File: config.mk
export PLATFORM = sky130hd
export DESIGN_NAME = frag_imm_gen_stage
export DESIGN_NICKNAME = d
export VERILOG_FILES = /design/src/rtl/frag_imm_gen_stage.sv
export SDC_FILE = /design/constraint.sdc
export NUM_CORES = 1
export LEC_CHECK = 0
export BUFFER_PORTS_ARGS = -buffer_cell sky130_fd_sc_hd__buf_2
export CORE_UTILIZATION = 50
export DETAILED_ROUTE_END_ITERATION = 16
export GPL_TIMING_DRIVEN = 0
export PLACE_DENSITY_LB_ADDON = 0.08
export SLEW_MARGIN = 20
export SYNTH_ARGS = -nofsm -noshare
export SYNTH_HDL_FRONTEND = slang
export SYNTH_SLANG_ARGS = --single-unit
File: constraint.sdc
create_clock -name clk -period 7.39 [get_ports clk]
set_input_delay 0.739 -clock clk [delete_from_list [all_inputs] [get_ports clk]]
set_output_delay 0.739 -clock clk [all_outputs]
set_load 0.02 [all_outputs]
File: src/rtl/frag_imm_gen_stage.sv
// Pipelined RV immediate generator with a 2-entry valid/ready skid slice.
// Optional macro FRAG_IMM_ZICSR_EN enables the CSR-immediate (Z) decode of SYSTEM.
module frag_imm_gen_stage #(
  parameter int unsigned XLEN = 32,
  parameter int unsigned PC_W = 32
) (
  input  logic            clk,
  input  logic            rst,
  input  logic            in_valid,
  output logic            in_ready,
  input  logic [31:0]     in_inst,
  input  logic [PC_W-1:0] in_pc,
  output logic            out_valid,
  input  logic            out_ready,
  output logic [XLEN-1:0] out_imm,
  output logic [2:0]      out_type,
  output logic [PC_W-1:0] out_target,
  output logic            out_illegal,
  output logic [PC_W-1:0] out_pc
);

  localparam int unsigned TYPE_W = 3;

  localparam logic [TYPE_W-1:0] T_NONE = 3'd0;
  localparam logic [TYPE_W-1:0] T_I    = 3'd1;
  localparam logic [TYPE_W-1:0] T_S    = 3'd2;
  localparam logic [TYPE_W-1:0] T_B    = 3'd3;
  localparam logic [TYPE_W-1:0] T_U    = 3'd4;
  localparam logic [TYPE_W-1:0] T_J    = 3'd5;
`ifdef FRAG_IMM_ZICSR_EN
  localparam logic [TYPE_W-1:0] T_Z    = 3'd6;
`endif

  localparam logic [6:0] OP_OP     = 7'b0110011;
  localparam logic [6:0] OP_IMM    = 7'b0010011;
  localparam logic [6:0] OP_LOAD   = 7'b0000011;
  localparam logic [6:0] OP_JALR   = 7'b1100111;
  localparam logic [6:0] OP_STORE  = 7'b0100011;
  localparam logic [6:0] OP_BRANCH = 7'b1100011;
  localparam logic [6:0] OP_LUI    = 7'b0110111;
  localparam logic [6:0] OP_AUIPC  = 7'b0010111;
  localparam logic [6:0] OP_JAL    = 7'b1101111;
`ifdef FRAG_IMM_ZICSR_EN
  localparam logic [6:0] OP_SYSTEM = 7'b1110011;
`endif

  typedef struct packed {
    logic [XLEN-1:0]   imm;
    logic [TYPE_W-1:0] typ;
    logic [PC_W-1:0]   target;
    logic              illegal;
    logic [PC_W-1:0]   pc;
  } slot_t;

  logic signed [31:0] imm32_c;
  logic [TYPE_W-1:0]  typ_c;
  logic               illegal_c;
  slot_t              dec_c;

  slot_t m_q;
  slot_t s_q;
  logic  s_valid;

  logic  accept_c;
  logic  pop_c;
  logic  m_valid_nxt_c;
  logic  s_valid_nxt_c;
  logic  load_m_in_c;
  logic  load_m_s_c;
  logic  load_s_c;

  // Decode to a 32-bit value already sign-extended from the top encoded bit.
  always_comb begin
    imm32_c   = '0;
    typ_c     = T_NONE;
    illegal_c = 1'b0;
    unique case (in_inst[6:0])
      OP_OP: ;
      OP_IMM, OP_LOAD, OP_JALR: begin
        typ_c   = T_I;
        imm32_c = {{20{in_inst[31]}}, in_inst[31:20]};
      end
      OP_STORE: begin
        typ_c   = T_S;
        imm32_c = {{20{in_inst[31]}}, in_inst[31:25], in_inst[11:7]};
      end
      OP_BRANCH: begin
        typ_c   = T_B;
        imm32_c = {{19{in_inst[31]}}, in_inst[31], in_inst[7], in_inst[30:25],
                   in_inst[11:8], 1'b0};
      end
      OP_LUI, OP_AUIPC: begin
        typ_c   = T_U;
        imm32_c = {in_inst[31:12], 12'h000};
      end
      OP_JAL: begin
        typ_c   = T_J;
        imm32_c = {{11{in_inst[31]}}, in_inst[31], in_inst[19:12], in_inst[20],
                   in_inst[30:21], 1'b0};
      end
`ifdef FRAG_IMM_ZICSR_EN
      OP_SYSTEM: begin
        if (in_inst[14]) begin
          typ_c   = T_Z;
          imm32_c = {27'd0, in_inst[19:15]};
        end else begin
          typ_c   = T_I;
          imm32_c = {{20{in_inst[31]}}, in_inst[31:20]};
        end
      end
`endif
      default: illegal_c = 1'b1;
    endcase
  end

  // Widen to XLEN and form the branch/jump target from the zero-extended PC.
  always_comb begin
    dec_c         = '0;
    dec_c.imm     = XLEN'(imm32_c);
    dec_c.typ     = typ_c;
    dec_c.illegal = illegal_c;
    dec_c.pc      = in_pc;
    dec_c.target  = PC_W'(XLEN'(in_pc) + XLEN'(imm32_c));
  end

  // Skid control: new word fills M when M frees up, otherwise parks in S.
  always_comb begin
    accept_c      = in_valid & in_ready;
    pop_c         = out_valid & out_ready;
    m_valid_nxt_c = out_valid;
    s_valid_nxt_c = s_valid;
    load_m_in_c   = 1'b0;
    load_m_s_c    = 1'b0;
    load_s_c      = 1'b0;
    if (accept_c) begin
      if (!out_valid || pop_c) begin
        load_m_in_c   = 1'b1;
        m_valid_nxt_c = 1'b1;
      end else begin
        load_s_c      = 1'b1;
        s_valid_nxt_c = 1'b1;
      end
    end else if (pop_c) begin
      if (s_valid) begin
        load_m_s_c    = 1'b1;
        s_valid_nxt_c = 1'b0;
      end else begin
        m_valid_nxt_c = 1'b0;
      end
    end
  end

  always_ff @(posedge clk or posedge rst) begin
    if (rst) begin
      out_valid <= 1'b0;
      s_valid   <= 1'b0;
      in_ready  <= 1'b1;
      m_q       <= '0;
      s_q       <= '0;
    end else begin
      out_valid <= m_valid_nxt_c;
      s_valid   <= s_valid_nxt_c;
      in_ready  <= ~s_valid_nxt_c;
      if (load_m_in_c) m_q <= dec_c;
      else if (load_m_s_c) m_q <= s_q;
      if (load_s_c) s_q <= dec_c;
    end
  end

  assign out_imm     = m_q.imm;
  assign out_type    = m_q.typ;
  assign out_target  = m_q.target;
  assign out_illegal = m_q.illegal;
  assign out_pc      = m_q.pc;

endmodule

## Word-level counts from Yosys, hierarchy flattened

Cells that the tools add are included.

| storage, ports and cells | value |
|---|---|
| logic and storage cells | 55 |
| input port bits | 68 |
| register bits after elaboration | 203 |

| operators by class | value |
|---|---|
| reductions and logical operators | 8 |
| bitwise operators | 3 |
| add/sub/neg operators | 1 |
| eq/ne operators | 11 |
| multiplexer cells | 19 |

Operators by type and width:

| cell | count |
|---|---|
| $mux 100 | 2 |
| $pmux 32 s5 | 1 |
| $add 32x32->32 | 1 |
| $eq 7x6->1 const B | 3 |
| $eq 7x7->1 const B | 3 |
| $mux 1 | 15 |
| $pmux 3 s5 | 1 |
| $eq 7x5->1 const B | 2 |
| $reduce_or 9->1 | 1 |
| $eq 7x2->1 const B | 1 |
| $ne 2x1->1 const B | 2 |
| $reduce_bool 2->1 | 2 |
| $reduce_and 3->1 | 1 |
| $reduce_or 3->1 | 1 |
| $and 1x1->1 | 2 |
| $reduce_or 2->1 | 1 |
| $logic_not 1->1 | 1 |
| $logic_or 1x1->1 | 1 |
| $not 1->1 | 1 |

## Longest topological paths before layout

| logic depth | value |
|---|---|
| word-level depth | 5 |
| depth in mapped cells | 17 |
| gate-level depth less buffers | 14 |

## Worst setup path before layout

OpenSTA, ideal clock, no wires.

| path | value |
|---|---|
| path type | input port to flip-flop |
| start point | input in_inst[4] |
| end point | register m_q (netlist bit out_target[31]) |
| buffers on the path | 3 |
| cell stages on the path | 17 |
| data required time | 7261 ps |
| slack | 3671 ps |
| arrival time | 3589 ps |
| setup time | 129 ps |
| path through | nand4b_1 nor2_1 or3_1 buf_6 and2_4 buf_6 a21oi_1 inv_1 ha_1 buf_2 a21o_1 o21ba_2 o21ai_0 a221o_1 a31oi_1 xnor2_1 o21ai_1 |

RTL lines:

| item | RTL line | RTL |
|---|---|---|
| start, declared | 11 | `input logic [31:0] in_inst,` |
| end signal, assigned | 165 | `else if (load_m_s_c) m_q <= s_q;` |
| end, declared | 60 | `slot_t m_q;` |

==> results.yml <==
synthesis:
  syn_nets: 1228
  syn-cell-area_um2: 10100
  synth_cell_types: 64
  synthTopCellsByCount: "280 x nand2_1, 202 x dfrtp_1, 144 x o21ai_0, 67 x a22oi_1, 62 x clkbuf_1"
  ys_seq_elements: 203
  syn_area_per_cell_um2: 8.92
  async_flop_share_pct: 100
  synthFlopType: "dfrtp_1"
  synth_edf_count: 0
  ys_seq_area_share_pct: 50.5
  synthesis.instances: 1128
  ys_warn_count: 0
  yosysTopAreaCellShare_pct: 50.2
  synth_most_common_cell: "nand2_1"
  synth_top_area_cell: "dfrtp_1"
  synth_area_leaders: "dfrtp_1 50%, nand2_1 10%, o21ai_0 7.2%, a22oi_1 5.0%, ha_1 3.9%"
floorplan:
  start_util_pct: 51.4
  die_h_um: 144
  rows: 51
  fp.dieW_um: 144
  die_area_um2: 20700
  ios: 170
  core-area_um2: 19600
status:
  status: "completed"
finish:
  final_nets: 1423
  antenna_cells: 0
  stdcell_count: 1603
  drive_above_1_share_pct: 17.4
  area_delta_synth_final_pct: 19.6
  final_cell_area_um2: 12000
place:
  numPortBuffers: 169
  dp_hpwl_um: 23200
  placed_cells: 1564
  gp_congestion: 0.988
  placed_area_um2: 11300
clock_network:
  postCtsSetupRepairBufs: 0
  cts_max_level: 1
  cts.sinks: 203
  clkTransAtPathRegs_ps: 60
  ctsRootBufferMaster: "clkbuf_16"
  clock_path_buffers: 3
  ctsHoldBuffers: 0
  ctsResizeCount: 0
  cts_buffers: 22
  insertion_delay_ps: 500
  cts_tree: "built"
timing:
  hold_slack_ps: 215
  rsz0062_at_grt: "no"
  min_period_over_period_pct: 56.3
  clock.fmax_ghz: 0.240
  relSlewSlack_pct: 44.1
  finalHoldViolations: 0
  finalMaxSlewViolations: 0
  tightestPinTransition_ps: 838
  finalSetupViolations: 0
  tns_ps: 0
  finalClockSkew_ps: 8.16
  period_minus_slack_ps: 4160
route:
  routed_wl_um: 30800
  wire_per_inst_um: 19.2
  vias_per_cell: 5.70
  drt_iter0_drc: 637
  wl_met3_um: 1890
  routed-wl-met2_um: 13700
  wirelength_met1_um: 14300
  vias: 9133
  final_antenna_net_count: 0
  drc: 0
  topRoutingLayerUsed: "met4"
  dr.pass1.iters: 8
setup_path:
  rrSetupSlack_ps: 4540
  path_buf_inv: 5
  cp.required_ps: 7760
  cp_slowest_cell: "nor3_2"
  cp_max_fo: 10
  criticalPathCategory: "in -> reg"
  start_kind: "input pin"
  slowest_delay_ps: 660
  cp.arrival_ps: 4540
  crit_family: "simple AND/OR/NAND/NOR gates"
  path_cells: "buf_2 > nand4b_1 > nor3_2 > or3_1 > buf_6 > and2_4 > buf_6 > a21oi_1 > inv_1 > ha_1 > clkbuf_1 > a21oi_1 > o21a_1 > o21ai_0 > a221o_1 > a31oi_1 > xor2_1 > o21ai_0"
  cp-end-kind: "register"
pwr:
  p_total_w: 0.00414
  clkPwrFrac_pct: 26.8
  pwr-share-seq_pct: 41.3
  leakagePower_nw: 5.93
  p_switching_w: 0.00154
  combPwrFrac_pct: 31.9
  p_sw_share_pct: 37.2
  internal-power_w: 0.00260
  peakVddDrop_mv: 0.260
  power-per-cell-area_nw_per_um2: 344
job:
  maxCapViolCount: 0
global_routing:
  grt_pass1_vias: 8263
  antenna_found_initial: 0
  grt_max_degree: 86
  grt_pass1_wl_um: 46500
  gr-total-overflow: 0
  globalRouteTotalUtil_pct: 29.9
worst_hold_path:
  min_path_type: "in -> async"
metal layers:
metal  GRT usage (%)  vias to the layer above
li1                -                     4330
met1            44.4                     4452
met2            44.9                      304
met3            4.27                       47
met4            9.24                        0
met5               0                        -
layout by cell type (no fill, tap or decap), types with 3 or more instances in the layout:
cell,netlist,layout
nor4_1,4,4
nor2_1,56,56
nand3_1,12,12
o21a_1,6,6
a22oi_1,67,67
a222oi_1,4,4
o21ai_1,5,5
clkbuf_16,0,23
xnor2_1,14,14
nand4_1,6,6
nor3_1,8,8
buf_2,1,170
ha_1,31,31
dfrtp_1,202,202
a21oi_1,49,49
nand2_1,280,280
inv_1,43,42
or2_2,4,4
a21oi_2,4,4
o211ai_1,4,4
a211oi_1,6,6
xor2_1,12,12
o31ai_1,5,5
clkbuf_8,0,6
clkbuf_1,62,68
a31oi_1,37,37
o21bai_1,3,3
a21o_1,10,10
o21ai_0,144,144
buf_1,3,3
path summary, 6_finish.rpt:
check,from,end,cells after the start
setup / recovery,in_inst[4],s_q[62],18
hold / removal,rst,out_target[7],2
setup reg to reg,in_ready,out_target[26],6
hold reg to reg,s_q[28],s_q[28],2
max in group asynchronous,rst,out_pc[29],4
min in group clk,s_q[28],s_q[28],2
area by class of cell:
class	count	area, um^2
Clock inverter	4	48.8
Sequential cell	203	5080
Clock buffer	35	681
Timing Repair Buffer	171	901
Fill cell	1787	7560
Tap cell	265	332
Multi-Input combinational cell	813	4540
Inverter	43	169
Buffer	69	279
power by group through the flow:
stage / sequential, W / clock (W) / combinational, W
finish: 0.00171 / 0.00111 / 0.00132
global route: 0.00175 / 0.00116 / 0.00147
CTS: 0.00171 / 0.00112 / 0.00133
detailed placement: 0.00172 / 0 / 0.00132
global placement: 0.00171 / 0 / 0.00129
floorplan: 0.00193 / 0 / 0.000629
metrics by stage:
step	util, %	setup slack (ps)
4_1_cts	61.4	3300
3_3_place_gp	57.4	-1250
2_1_floorplan	-	1110
6_report	61.4	3230
3_5_place_dp	57.7	2800
5_1_grt	61.4	2990
state kept, by name, indices dropped and copies added (netlist names):
signal       flops
in_ready         1
out_illegal      1
out_imm         32
out_pc          32
out_target      32
out_type         3
out_valid        1
s_q            100
s_valid          1
logic make-up after synthesis:
group / synth area share [%]
fa+ha+maj: 4.05
xor+xnor: 2.42
simple gates: 15.9
flops: 50.5
buf+inv: 4.38
compound gates: 22.6
mux: 0.199
No activity file was read; power rests on OpenSTA's default activity.
